[config.mk]
export PLATFORM = sky130hd
export DESIGN_NAME = regfile_wr_arb
export DESIGN_NICKNAME = d
export VERILOG_FILES = /design/src/rtl/regfile_pkg.sv /design/src/rtl/rr_port_pick.sv /design/src/rtl/regfile_wr_arb.sv
export SDC_FILE = /design/constraint.sdc
export NUM_CORES = 1
export LEC_CHECK = 0
export BUFFER_PORTS_ARGS = -buffer_cell sky130_fd_sc_hd__buf_2
export CAP_MARGIN = 20
export CORE_AREA = 2 2 161 163
export DETAILED_ROUTE_END_ITERATION = 12
export DIE_AREA = 0 0 163 165
export GPL_TIMING_DRIVEN = 0
export PLACE_DENSITY = 0.62
export SYNTH_ARGS = -nofsm -noshare
export SYNTH_HDL_FRONTEND = slang
export SYNTH_SLANG_ARGS = --single-unit
[constraint.sdc]
create_clock -name clk -period 7 [get_ports clk]
set_input_delay 1.4 -clock clk [delete_from_list [all_inputs] [get_ports clk]]
set_output_delay 1.4 -clock clk [all_outputs]
set_load 0.02 [all_outputs]
[src/rtl/regfile_pkg.sv]
// -----------------------------------------------------------------------------
// regfile_pkg
//   Shared constants, helpers and types for the register-file write arbiter.
//   - RF_* localparams : default geometry (data/address width, requesters,
//                        write ports) used as parameter defaults by the RTL.
//   - depth_of()       : register count for a given address width.
//   - port_asg_t       : one write port's assignment for the current cycle
//                        (valid, destination register, granted requester).
//   The struct field widths follow RF_ADDR / RF_REQ, so retargeting the
//   arbiter geometry means changing these constants, not just the module
//   parameters.
// -----------------------------------------------------------------------------
package regfile_pkg;

  localparam int RF_DATA  = 32;
  localparam int RF_ADDR  = 5;
  localparam int RF_REQ   = 4;
  localparam int RF_WRITE = 2;

  localparam int RF_DEPTH = 1 << RF_ADDR;
  localparam int RF_SRC_W = (RF_REQ > 1) ? $clog2(RF_REQ) : 1;

  function automatic int depth_of(input int addr_w);
    return 1 << addr_w;
  endfunction

  typedef struct packed {
    logic                valid;
    logic [RF_ADDR-1:0]  addr;
    logic [RF_SRC_W-1:0] src;
  } port_asg_t;

endpackage

[src/rtl/rr_port_pick.sv]
// -----------------------------------------------------------------------------
// rr_port_pick
//   Combinational round-robin scan that hands out register-file write ports.
//   Requesters are visited starting at rr_ptr; each valid one is either
//   accepted as a zero-register write (no port), refused on an address clash
//   with an earlier grant, or given the lowest free port. Once every port is
//   taken the remaining requesters are refused.
//
//   Ports:
//     req_valid  in   REQ        requester has a write pending
//     req_addr   in   REQ*ADDR   destination register per requester (flat)
//     rr_ptr     in   SRC_W      first requester visited this cycle
//     block      in   1          refuse everything this cycle
//     ready      out  REQ        requester accepted this cycle
//     port_map   out  WRITE      per-port assignment (valid/addr/src)
//     any_acc    out  1          at least one requester accepted
//     last_idx   out  SRC_W      last accepted requester in scan order
// -----------------------------------------------------------------------------
module rr_port_pick
  import regfile_pkg::*;
#(
  parameter int ADDR     = RF_ADDR,
  parameter int REQ      = RF_REQ,
  parameter int WRITE    = RF_WRITE,
  parameter bit ZERO_REG = 1'b0,
  parameter int SRC_W    = RF_SRC_W
) (
  input  logic [REQ-1:0]      req_valid,
  input  logic [REQ*ADDR-1:0] req_addr,
  input  logic [SRC_W-1:0]    rr_ptr,
  input  logic                block,
  output logic [REQ-1:0]      ready,
  output port_asg_t [WRITE-1:0] port_map,
  output logic                any_acc,
  output logic [SRC_W-1:0]    last_idx
);

  logic [REQ-1:0][ADDR-1:0] addr_a;
  assign addr_a = req_addr;

  logic [SRC_W:0]   sum;
  logic [SRC_W-1:0] idx;
  logic             conflict;
  logic             placed;

  // NOTE: every variable written here gets a default before the scan, so no
  // path through the loop leaves a value unassigned and no latch is inferred.
  always_comb begin
    ready    = '0;
    port_map = '0;
    any_acc  = 1'b0;
    last_idx = '0;
    sum      = '0;
    idx      = '0;
    conflict = 1'b0;
    placed   = 1'b0;

    for (int k = 0; k < REQ; k++) begin
      // Rotate: idx = (rr_ptr + k) mod REQ without a divider.
      sum = {1'b0, rr_ptr} + (SRC_W+1)'(k);
      if (sum >= (SRC_W+1)'(REQ)) sum = sum - (SRC_W+1)'(REQ);
      idx = sum[SRC_W-1:0];

      // Ports fill from 0 upward, so the last port being taken means full.
      if (!block && req_valid[idx] && !port_map[WRITE-1].valid) begin
        if (ZERO_REG && addr_a[idx] == '0) begin
          ready[idx] = 1'b1;
          any_acc    = 1'b1;
          last_idx   = idx;
        end else begin
          conflict = 1'b0;
          for (int p = 0; p < WRITE; p++)
            if (port_map[p].valid && port_map[p].addr == addr_a[idx])
              conflict = 1'b1;

          if (!conflict) begin
            placed = 1'b0;
            for (int p = 0; p < WRITE; p++) begin
              if (!placed && !port_map[p].valid) begin
                port_map[p].valid = 1'b1;
                port_map[p].addr  = addr_a[idx];
                port_map[p].src   = idx;
                placed            = 1'b1;
              end
            end
            ready[idx] = 1'b1;
            any_acc    = 1'b1;
            last_idx   = idx;
          end
        end
      end
    end
  end

endmodule

[src/rtl/regfile_wr_arb.sv]
// -----------------------------------------------------------------------------
// regfile_wr_arb
//   Shares WRITE register-file write ports among REQ producers. Grants come
//   from a round-robin scan (rr_port_pick) and are registered straight onto
//   the register file's active-low write bus. A pending-write bitmap marks
//   registers whose write currently sits in the output stage.
//
//   Ports:
//     clk        in   1           clock
//     reset      in   1           synchronous active-high reset
//     req_valid  in   REQ         requester has a write pending
//     req_addr   in   REQ*ADDR    destination register per requester (flat)
//     req_data   in   REQ*DATA    write data per requester (flat)
//     req_ready  out  REQ         write accepted this cycle (combinational)
//     stall      in   1           blocks all grants this cycle
//     wr_waddr   out  WRITE*ADDR  register-file write address (registered)
//     wr_we_     out  WRITE       register-file write enable, active-low
//     wr_wdata   out  WRITE*DATA  register-file write data (registered)
//     pend       out  DEPTH       bit a set = write to register a in flight
// -----------------------------------------------------------------------------
module regfile_wr_arb
  import regfile_pkg::*;
#(
  parameter int DATA     = RF_DATA,
  parameter int ADDR     = RF_ADDR,
  parameter int REQ      = RF_REQ,
  parameter int WRITE    = RF_WRITE,
  parameter bit ZERO_REG = 1'b0
) (
  input  logic                  clk,
  input  logic                  reset,
  input  logic [REQ-1:0]        req_valid,
  input  logic [REQ*ADDR-1:0]   req_addr,
  input  logic [REQ*DATA-1:0]   req_data,
  output logic [REQ-1:0]        req_ready,
  input  logic                  stall,
  output logic [WRITE*ADDR-1:0] wr_waddr,
  output logic [WRITE-1:0]      wr_we_,
  output logic [WRITE*DATA-1:0] wr_wdata,
  output logic [depth_of(ADDR)-1:0] pend
);

  localparam int DEPTH = depth_of(ADDR);
  localparam int SRC_W = (REQ > 1) ? $clog2(REQ) : 1;

  logic [SRC_W-1:0]           rr_ptr;
  logic [REQ-1:0]             pick_ready;
  port_asg_t [WRITE-1:0]      port_map;
  logic                       any_acc;
  logic [SRC_W-1:0]           last_idx;
  logic [DEPTH-1:0]           pend_nxt;
  logic [REQ-1:0][DATA-1:0]   data_a;

  assign data_a = req_data;

  // Reset also blocks the scan, so nothing is granted or advanced under reset.
  rr_port_pick #(
    .ADDR     (ADDR),
    .REQ      (REQ),
    .WRITE    (WRITE),
    .ZERO_REG (ZERO_REG),
    .SRC_W    (SRC_W)
  ) u_pick (
    .req_valid (req_valid),
    .req_addr  (req_addr),
    .rr_ptr    (rr_ptr),
    .block     (stall | reset),
    .ready     (pick_ready),
    .port_map  (port_map),
    .any_acc   (any_acc),
    .last_idx  (last_idx)
  );

  assign req_ready = pick_ready & {REQ{~reset}};

  always_comb begin
    pend_nxt = '0;
    for (int p = 0; p < WRITE; p++)
      if (port_map[p].valid) pend_nxt[port_map[p].addr] = 1'b1;
    if (ZERO_REG) pend_nxt[0] = 1'b0;
  end

  // NOTE: all state here is updated with non-blocking assignments so every
  // register samples pre-edge values regardless of statement order.
  always_ff @(posedge clk) begin
    if (reset) begin
      rr_ptr   <= '0;
      wr_we_   <= '1;
      wr_waddr <= '0;
      wr_wdata <= '0;
      pend     <= '0;
    end else begin
      if (any_acc)
        rr_ptr <= (last_idx == SRC_W'(REQ-1)) ? '0 : last_idx + 1'b1;

      // Unassigned ports go idle but keep their last address/data.
      for (int p = 0; p < WRITE; p++) begin
        if (port_map[p].valid) begin
          wr_we_[p]                   <= 1'b0;
          wr_waddr[p*ADDR +: ADDR]    <= port_map[p].addr;
          wr_wdata[p*DATA +: DATA]    <= data_a[port_map[p].src];
        end else begin
          wr_we_[p] <= 1'b1;
        end
      end

      pend <= pend_nxt;
    end
  end

endmodule
After elaboration in Yosys (flattened, before gate mapping)
Index checks and enable logic that the tools add are counted.
Storage, ports and cells
  bits in read-only memories: 0
  bits in registers: 110
  bits in writable memories: 0
  memories: 0
  bits in latches: 0
Operators by class
  divide/modulo/power cells: 0
  shifts and indexed selects: 0
  multiply operators: 0
  equal/unequal tests: 7
  reduce and logical (&&, ||, !) cells: 29
  multiplexer cells: 95
  $lt $le $gt $ge: 18
  bitwise logic cells: 7
  add/sub/neg operators: 8
Operators by type and width (count)
  binary-select mux 32 bit (select 2 bit): 2
  2-to-1 mux 32 bit: 4
  2-to-1 mux 16 bit: 7
  binary-select mux 5 bit (select 2 bit): 4
  2-to-1 mux 1 bit: 38
  2-to-1 mux 8 bit: 4
  bitwise OR 32 bit: 1
  equality test 5 bit: 6
  2-to-1 mux 4 bit: 7
  2-to-1 mux 2 bit: 12
  logical AND 1 bit: 22
  2-to-1 mux 7 bit: 3
  2-to-1 mux 5 bit: 4
  less-than comparator 2 x 3 -> 1 bit (second input constant): 6
  less-than comparator 5 x 6 -> 1 bit (second input constant): 2
  bitwise OR 4 bit: 3
  demux 1 bit (select 5 bit): 2
  >= comparator 5 x 1 -> 1 bit (second input constant): 2
  >= comparator 3 bit (second input constant): 3
  binary-select mux 1 bit (select 2 bit): 4
  demux 1 bit (select 2 bit): 4
  >= comparator 2 x 1 -> 1 bit (second input constant): 4
  subtractor 2 x 1 -> 2 bit (second input constant): 4
  zero test 1 bit: 7
  8 further kinds: 9

Longest topological paths before layout
Gate-level depths: netlist of the first run.
  depth in word-level cells: 51
  gate-level depth with buffers: 22

Modules after synthesis
Synthesis of the first run repeated with hierarchy kept, for this count alone.
Unflattened totals
  cell total of the unflattened synthesis: 704
  area total of the unflattened synthesis: 7619.8 sq um
By module, submodules not included
  regfile_wr_arb: instances 1, cells an instance 466, area each 5630.4 sq um
  rr_port_pick: instances 1, cells an instance 238, area each 1989.4 sq um

Worst setup path after synthesis of the first run
Ideal clock, no wire load.
  kind: register to output
  start: reg rr_ptr[0]
  end: out req_ready[0]
  cell stages (with the launch flop): 20
  required time: 5.600 ns
  path slack: 0.634 ns
  arrival time: 4.966 ns
  cell sequence: dfxtp_1 > buf_6 > buf_2 > buf_2 > clkbuf_1 > clkinv_1 > clkbuf_1 > ha_1 > buf_2 > or3_1 > a2bb2oi_2 > and4_4 > or4_4 > o2bb2a_4 > nand4_1 > maj3_1 > and2_0 > clkbuf_1 > nand2_1 > nand2_1
On the way
  word-level cells in the longest chain between the ends: 28
  elaborated cells between the ends (all ways): 113
  classes of those cells: 7 x add/sub; 12 x order compare; 6 x eq/ne; 60 x mux; 4 x bitwise; 24 x reduce/logical
Ends and longest elaborated chain
  from (decl): RTL line regfile_wr_arb.sv:46  | logic [SRC_W-1:0] rr_ptr;
  from (signal assigned): RTL line regfile_wr_arb.sv:94  | rr_ptr <= (last_idx == SRC_W'(REQ-1)) ? '0 : last_idx + 1'b1;
  branches (longest 26 deep; another with adder 2 x 1 -> 3 bit)
  2-to-1 mux 4 bit *: RTL line rr_port_pick.sv:65  | if (!block && req_valid[idx] && !port_map[WRITE-1].valid) begin
  AND 4 bit *: RTL line regfile_wr_arb.sv:74  | assign req_ready = pick_ready & {REQ{~reset}};
  to (decl): RTL line regfile_wr_arb.sv:35  | output logic [REQ-1:0] req_ready,
Mark *: on every way between the ends. The select of a mux whose other input is x is not followed.

Worst setup path in the final report of the first run
  start: reg rr_ptr[0]
  end: out req_ready[1]
The elaborated chain is that of the path after synthesis.

==> reports/qor_table.md, run 1 <==
| Parameter | This run | Unit |
| --- | --- | --- |
| Leakage Power | 4.80 | nW |
| Number of flops mapped to enable cells by yosys | 0 | - |
| Final worst path period share | 0.950 | - |
| Via count | 9429 | - |
| Core area | 25000 | µm² |
| Arrival time at the worst endpoint | 5250 | ps |
| Endpoint class of the critical path | output pin | - |
| Worst Hold Depth | 2 | - |
| Via/cell ratio | 6.02 | - |
| Parity-gate share of the synthesized area counting xor and xnor cells | 0.0128 | - |
| Gate count after technology mapping | 943 | - |
| RSZ-0062 raised after global routing | no | - |
| Depth of the most critical reg-to-reg path | 19 | - |
| Die Wd | 163 | µm |
| Vias in the first global route | 8749 | - |
| Top achievable clock speed | 150 | MHz |
| Simple logic cell fraction of the synthesized area | 0.145 | - |
| Final wirelength | 33500 | µm |
| DRT iter0 DRCs | 955 | - |
| Largest vdd supply drop | 146 | µV |
| Initial Utilization | 0.328 | - |
| Wire length of the first global-routing pass | 50000 | µm |
| Pre-CTS WS | -752 | ps |
| Clock root cell | sky130_fd_sc_hd__clkbuf_16 | - |
| Hold slack | 454 | ps |
| Maximum clock skew at final layout | 9.16 | ps |
| Number of buffers inserted during clock tree synthesis | 9 | - |
| Post-Synth Adder-Cell Area | 0.0165 | - |
| GRT Util Overall | 0.238 | - |
| Layout cell share with drive strength beyond 1 | 0.296 | - |
| Number of endpoints failing setup at the final stage | 0 | - |
| Count leader, synth | sky130_fd_sc_hd__nand2_1 | - |
| # IOs | 267 | - |
| Final weighted congestion in routability-driven placement | 0.887 | - |
| Area occupied by registers | 2210 | µm² |
| Netlist Area Pre-Place | 8210 | µm² |
| Sequential share of the synthesized area | 0.268 | - |
| Port Buffers | 266 | - |
| Layout Cells excl Fill | 1567 | - |
| Count of nets left with antenna violations after detail routing | 0 | - |
| TritonCTS clock tree | done | - |
| Total power per unit cell area | 378 | nW/µm² |
| Synth warnings | 0 | - |
| DRC violation count after routing | 0 | - |
| TritonCTS sink count | 110 | - |
| Crit path max fanout | 14 | - |
| Deepest clock path buffer count | 2 | - |
| Number of fill cells | 2605 | - |
| Final Cell Area | 10300 | µm² |
| Max-slew violations | 0 | - |
| Final worst slack | 352 | ps |
| Primary FF master, synth | sky130_fd_sc_hd__dfxtp_1 | - |
| Type of the worst setup path | flop to output pin | - |
| Final period demand of the worst path | 6650 | ps |
| Remaining max-slew budget at the tightest pin | 0.289 | - |
| Area of the multi-input gates | 5500 | µm² |
| Placed cell areas | 9950 | µm² |
| Clock insertion delay at the later pin of the skew report | 360 | ps |
| Path type of the worst min-delay path | flop to flop | - |
| Ranking of synthesized cells by area | sky130_fd_sc_hd__dfxtp_1 27%, sky130_fd_sc_hd__mux2i_1 12%, sky130_fd_sc_hd__a221oi_1 10% | - |
| Category of the worst setup path launch point | flop | - |
| Post-layout nets | 1388 | - |
| Distinct cell type count after synthesis | 70 | - |
| Fraction of post-synthesis cell area in the top cell type by area | 0.268 | - |
| Fraction of registers with async set/reset | 0 | - |
| Core occupancy in the finished layout | 0.412 | - |
| Fin. Hold Viols | 0 | - |
| Crit path required time | 5600 | ps |
| Outcome | complete, no violations | - |
| Average footprint of a synthesized cell | 8.70 | µm² |
| Number of synthesized register bits | 110 | - |
| Height of the chip | 165 | µm |
| Routed wire length per instance | 21.4 | µm |
| Number of iterations in the first detailed-routing pass | 5 | - |
| Number of maximum-capacitance constraint violations | 0 | - |
| Initial antenna violation count | 9 | - |
| Slew @ Worst Pin | 1070 | ps |
| Post-synthesis mux area share | 0.187 | - |
| DIE AREA | 26900 | µm² |
| Post-synth top cells | 118 x sky130_fd_sc_hd__nand2_1, 110 x sky130_fd_sc_hd__dfxtp_1, 100 x sky130_fd_sc_hd__mux2i_1, 96 x sky130_fd_sc_hd__a221oi_1, 92 x sky130_fd_sc_hd__nor2_1 | - |
| Grt ovf | 0 | - |
| CTS H-tree depth | 3 | - |
| Combinational family with the most area after synthesis | compound AO/OA/AOI/OAI gates | - |
| # rows | 58 | - |
| Placed Instances | 1539 | - |
| Area delta synth->final | 25.8 | % |
| Clock transition at the registers of the reported paths | 80 | ps |
| Number of nets in the synthesized netlist | 1108 | - |
| Synthesized-area fraction occupied by ao, oa, aoi and oai cells | 0.308 | - |
| Pin count of the biggest net entering global routing | 20 | - |
| Cell taking the most area after synthesis | sky130_fd_sc_hd__dfxtp_1 | - |
| Placed wire-length estimate | 24800 | µm |
==> registers in the layout, indices dropped and copies added, names as in the netlist <==
register,flops
wr_waddr,10
wr_wdata,64
pend,32
wr_we_,2
rr_ptr,2
==> power breakdown <==
part,leakage [nW],switching (mW),total [mW],internal (mW)
clock network,0.142,0.265,0.524,0.259
logic,3.76,1.54,2.48,0.934
registers,0.903,0.0951,0.904,0.809
==> critical path, cell delays in order (launching register included) <==
cell	delay (ps)
sky130_fd_sc_hd__dfxtp_4	430
sky130_fd_sc_hd__buf_6	190
sky130_fd_sc_hd__buf_6	190
sky130_fd_sc_hd__buf_6	190
sky130_fd_sc_hd__buf_4	220
sky130_fd_sc_hd__inv_4	80
sky130_fd_sc_hd__buf_4	200
sky130_fd_sc_hd__ha_1	300
sky130_fd_sc_hd__buf_2	180
sky130_fd_sc_hd__or3_1	430
sky130_fd_sc_hd__a2bb2oi_2	260
sky130_fd_sc_hd__and4_4	240
sky130_fd_sc_hd__or4_4	500
sky130_fd_sc_hd__o2bb2a_4	230
sky130_fd_sc_hd__nand4_1	120
sky130_fd_sc_hd__maj3_1	430
sky130_fd_sc_hd__and2_0	170
sky130_fd_sc_hd__clkbuf_1	160
sky130_fd_sc_hd__nand2_1	90
sky130_fd_sc_hd__nand2_1	70
sky130_fd_sc_hd__buf_2	180
==> layer usage <==
metal / GRT usage / wire [µm]
met5: 0 / 0
met4: 0.0981 / 1040
met3: 0.0578 / 2920
met2: 0.364 / 15000
met1: 0.322 / 14500
==> cell usage in the layout (no fill, tap or decap), types with 6 or more instances in the layout <==
cell type,count
sky130_fd_sc_hd__nand4_1,7
sky130_fd_sc_hd__a22oi_1,34
sky130_fd_sc_hd__mux4_2,21
sky130_fd_sc_hd__a21oi_1,44
sky130_fd_sc_hd__buf_4,8
sky130_fd_sc_hd__mux2i_1,100
sky130_fd_sc_hd__buf_12,6
sky130_fd_sc_hd__o22ai_1,32
sky130_fd_sc_hd__nand3_1,14
sky130_fd_sc_hd__xnor2_1,7
sky130_fd_sc_hd__diode_2,9
sky130_fd_sc_hd__nor2b_1,8
sky130_fd_sc_hd__dfxtp_1,109
sky130_fd_sc_hd__nor2_1,92
sky130_fd_sc_hd__a221oi_1,96
sky130_fd_sc_hd__ha_1,10
sky130_fd_sc_hd__buf_2,284
sky130_fd_sc_hd__nand2_1,118
sky130_fd_sc_hd__clkbuf_16,9
sky130_fd_sc_hd__clkbuf_1,47
sky130_fd_sc_hd__nor3_1,8
sky130_fd_sc_hd__o221ai_1,64
==> per-stage QoR <==
stage,power [mW],TNS (ps)
after global placement,3.31,-9610
after detailed placement,3.34,-11640
after global routing,4.16,0
after CTS,3.88,0
final,3.91,0
after floorplan,2.62,0
==> final cells by class <==
| type | count | area share |
|---|---|---|
| buffer | 87 | 0.0491 |
| timing repair buffer | 269 | 0.131 |
| clock buffer | 10 | 0.0231 |
| antenna | 9 | 0.00218 |
| sequential | 110 | 0.214 |
| multi-input combinational | 739 | 0.533 |
| inverter | 7 | 0.00279 |
| clock inverter | 6 | 0.00521 |
| tap | 330 | 0.0400 |
==> path summary, 6_finish.rpt <==
| path | slack, ps | to | startpoint |
|---|---|---|---|
| worst max-delay path | 350 | req_ready[1] | rr_ptr[0]$_SDFFE_PP0P_ |
| worst min register to register | 450 | wr_waddr[3]$_SDFFE_PP0P_ | wr_waddr[3]$_SDFFE_PP0P_ |
| worst min-delay path | 450 | wr_waddr[3]$_SDFFE_PP0P_ | wr_waddr[3]$_SDFFE_PP0P_ |
| worst max register to register | 1040 | wr_wdata[57]$_SDFFE_PP0N_ | rr_ptr[0]$_SDFFE_PP0P_ |
==> timing repair <==
item	4_1_cts	5_1_grt
gates resized for setup	10	6
hold endpoints to repair	0	0
hold buffers	0	0
buffers inserted	0	3
setup endpoints to repair	42	4
pin swaps	0	1
==> cells by family (layout without fill, tap and decap cells) <==
group / after synthesis / in the layout
mux: 125 / 125
buf+inv: 94 / 379
compound gates: 316 / 316
flops: 110 / 110
xor+xnor: 12 / 12
simple gates: 275 / 275
fa+ha+maj: 11 / 11
other cells: 0 / 9
Note: power is estimated with default switching activity, not from simulation.
==> run 2, diff against run 1 <==
- CAP_MARGIN: 20 -> 10
- CORE_AREA: 2 2 161 163 -> 2 2 132 134
- DIE_AREA: 0 0 163 165 -> 0 0 134 136
- PLACE_DENSITY: 0.62 -> 0.83
- SLEW_MARGIN: not set -> 5
==> run 2 against run 1 <==
  * Fmax shrank 1.4%
  * Wire length shrank 9.7%
  * Largest power group unchanged
  * Worst hold slack gained 4.8 ps
  * Utilization grew 19 points
  * Sequential share of layout area grew 0.27 points
  * Critical path type unchanged
  * Combinational power is essentially flat
  * Non-clock buffer count is the same
  * Die area shrank 32%
  * Via count grew 2.1%
==> reports/qor_table.md, run 2 (synthesis gave the netlist of run 1 again) <==
| Parameter | This run | Unit | Change |
| --- | --- | --- | --- |
| Core occupancy in the finished layout | 0.604 | - | +0.192 |
| Arrival time at the worst endpoint | 5340 | ps | +90 ps |
| Initial Utilization | 0.486 | - | +0.158 |
| Vias in the first global route | 8783 | - | +0.39% |
| Final weighted congestion in routability-driven placement | 0.939 | - | +5.8% |
| Layout cell share with drive strength beyond 1 | 0.295 | - | -0.000814 |
| Depth of the most critical reg-to-reg path | 19 | - | unchanged |
| Routed wire length per instance | 20.7 | µm | -3.0% |
| Final Cell Area | 10200 | µm² | -1.3% |
| Start point of the critical path | rr_ptr[0]$_SDFFE_PP0P_ | - |  |
| TritonCTS sink count | 110 | - | unchanged |
| Type of the worst setup path | flop to output pin | - |  |
| Endpoint class of the critical path | output pin | - |  |
| Die Wd | 134 | µm | -18% |
| Post-layout nets | 1388 | - | unchanged |
| Clock transition at the registers of the reported paths | 80 | ps | about the same |
| Final worst path period share | 0.963 | - | +0.0138 |
| Slew @ Worst Pin | 1020 | ps | -47.5 ps |
| Placed wire-length estimate | 22100 | µm | -11% |
| Crit path required time | 5600 | ps | about the same |
| Worst Setup EP | req_ready[0] | - |  |
| Commonest non-fill, non-tap cell in the layout | sky130_fd_sc_hd__buf_2 | - |  |
| Height of the chip | 136 | µm | -18% |
| Launch point of the worst reg-to-reg path | rr_ptr[0]$_SDFFE_PP0P_ | - |  |
| Area delta synth->final | 24.2 | % |  |
| Top achievable clock speed | 148 | MHz | -1.4% |
| Clock root cell | sky130_fd_sc_hd__clkbuf_16 | - |  |
| Path type of the worst min-delay path | flop to flop | - |  |
| Overall Power | 3.90 | mW | -0.17% |
| GRT Util Overall | 0.317 | - | +0.0782 |
| Maximum clock skew at final layout | 5.99 | ps | -3.18 ps |
| TritonCTS clock tree | done | - |  |
| Number of buffers inserted during clock tree synthesis | 9 | - | unchanged |
| Commonest cells after routing, fill and taps aside | 285 x sky130_fd_sc_hd__buf_2, 118 x sky130_fd_sc_hd__nand2_1, 109 x sky130_fd_sc_hd__dfxtp_1, 100 x sky130_fd_sc_hd__mux2i_1, 96 x sky130_fd_sc_hd__a221oi_1 | - |  |
| DIE AREA | 18200 | µm² | -32% |
| Pin count of the biggest net entering global routing | 20 | - | unchanged |
| # IOs | 267 | - | unchanged |
| Outcome | complete, no violations | - |  |
| Fin. Hold Viols | 0 | - | unchanged |
| Largest registers in the final layout | wr_wdata (64), pend (32), wr_waddr (10) | - |  |
| Wire length of the first global-routing pass | 46200 | µm | -7.5% |
| Total power per unit cell area | 383 | nW/µm² | +1.1% |
| Number of maximum-capacitance constraint violations | 0 | - | unchanged |
| Register ranked first by flip-flop count | wr_wdata | - |  |
| CTS Hold Bufs | 0 | - | unchanged |
| Final wirelength | 30200 | µm | -9.7% |
| Placed cell areas | 9820 | µm² | -1.3% |
| Via/cell ratio | 6.60 | - | +9.7% |
| DRC violation count after routing | 0 | - | unchanged |
| Crit path max fanout | 14 | - | unchanged |
| Count of nets left with antenna violations after detail routing | 0 | - | unchanged |
| Number of iterations in the first detailed-routing pass | 10 | - | +5 |
| Final worst slack | 256 | ps | -96.3 ps |
| Final period demand of the worst path | 6740 | ps | +96.3 ps |
| Core area | 16900 | µm² | -33% |
| Via count | 9629 | - | +2.1% |
| Largest vdd supply drop | 156 | µV | +6.9% |
| Pre-CTS WS | -486 | ps | +266 ps |
| Max FFs per register | 64 | - | unchanged |
| Hold slack | 459 | ps | +4.79 ps |
| Leakage Power | 4.81 | nW | +0.15% |
| CTS H-tree depth | 3 | - | unchanged |
| Reg2reg setup slack | 1070 | ps | +30 ps |
| Port Buffers | 266 | - | unchanged |
| # rows | 48 | - | -17% |
| Max-slew violations | 0 | - | unchanged |
| Clock insertion delay at the later pin of the skew report | 360 | ps | about the same |
| DRT iter0 DRCs | 1280 | - | +34% |
| Grt ovf | 0 | - | unchanged |
| Remaining max-slew budget at the tightest pin | 0.320 | - | +0.0317 |
| Number of endpoints failing setup at the final stage | 0 | - | unchanged |
| Category of the worst setup path launch point | flop | - |  |
| Initial antenna violation count | 5 | - | -4 |
| Reg-to-reg critical path endpoint | wr_wdata[54]$_SDFFE_PP0N_ | - |  |
| Deepest clock path buffer count | 2 | - | unchanged |
[run 2: layout make-up]
type | count | area [µm²]
fillers | 1535 | 6680
multi-input cells | 739 | 5500
flip-flops and latches | 110 | 2210
repair buffers | 269 | 1350
plain buffers | 87 | 504
well taps | 225 | 282
clock buffers | 10 | 229
clock inverters | 6 | 76.3
inverters | 7 | 27.5
diodes | 6 | 15.0
[run 2: how the worst min path moves through the flow]
stage | startpoint | end | depth (start not counted) | slack, ps
floorplan | wr_waddr[7]$_SDFFE_PP0N_ | wr_waddr[7]$_SDFFE_PP0N_ | 2 | 530
finish | wr_wdata[63]$_SDFFE_PP0N_ | wr_wdata[63]$_SDFFE_PP0N_ | 2 | 460
global placement | wr_wdata[4]$_SDFFE_PP0P_ | wr_wdata[4]$_SDFFE_PP0P_ | 2 | 440
detailed placement | wr_wdata[4]$_SDFFE_PP0P_ | wr_wdata[4]$_SDFFE_PP0P_ | 2 | 440
CTS | wr_wdata[4]$_SDFFE_PP0P_ | wr_wdata[4]$_SDFFE_PP0P_ | 2 | 460
global route | wr_waddr[1]$_SDFFE_PP0P_ | wr_waddr[1]$_SDFFE_PP0P_ | 2 | 490
[run 2: what timing repair did]
| action | in CTS | in global routing |
|---|---|---|
| gates resized for setup | 7 | 7 |
| setup endpoints to repair | 4 | 4 |
| setup buffers | 0 | 3 |
| endpoints found under the hold margin | 0 | 0 |
| pin swaps | 0 | 1 |
[run 2: where the power goes]
group          leakage [nW]  internal, mW  switching (mW)
sequential            0.903         0.809          0.0937
combinational          3.75         0.932            1.52
clock                 0.150         0.285           0.264
[run 2: critical path, cell delays in order, from the launching register on]
cell and delay (ps):
sky130_fd_sc_hd__dfxtp_4 430, sky130_fd_sc_hd__buf_6 200, sky130_fd_sc_hd__buf_6 180, sky130_fd_sc_hd__buf_6 180, sky130_fd_sc_hd__clkbuf_4 240, sky130_fd_sc_hd__clkinv_2 150, sky130_fd_sc_hd__buf_4 230, sky130_fd_sc_hd__ha_1 290
sky130_fd_sc_hd__buf_2 190, sky130_fd_sc_hd__or3_1 440, sky130_fd_sc_hd__a2bb2oi_2 260, sky130_fd_sc_hd__and4_4 240, sky130_fd_sc_hd__or4_4 500, sky130_fd_sc_hd__o2bb2a_4 230, sky130_fd_sc_hd__nand4_1 100, sky130_fd_sc_hd__maj3_1 420
sky130_fd_sc_hd__and2_0 180, sky130_fd_sc_hd__clkbuf_1 160, sky130_fd_sc_hd__nand2_1 100, sky130_fd_sc_hd__nand2_1 60, sky130_fd_sc_hd__buf_2 170
[run 2: per-stage QoR]
stage	std cells	TNS [ps]
6_report	1459	0
5_1_grt	1457	-10.5
4_1_cts	1450	0
3_5_place_dp	1434	-1920
3_3_place_gp	1434	-1980
2_1_floorplan	943	0
[run 2: per-layer routing]
metal  global-route usage  part of all wire  vias up
met5                    0           0.00043        -
li1                     -                 -     4330
met2                0.503              0.46      647
met1                0.422              0.41     4549
met3               0.0582             0.099      101
met4                0.135             0.037        2
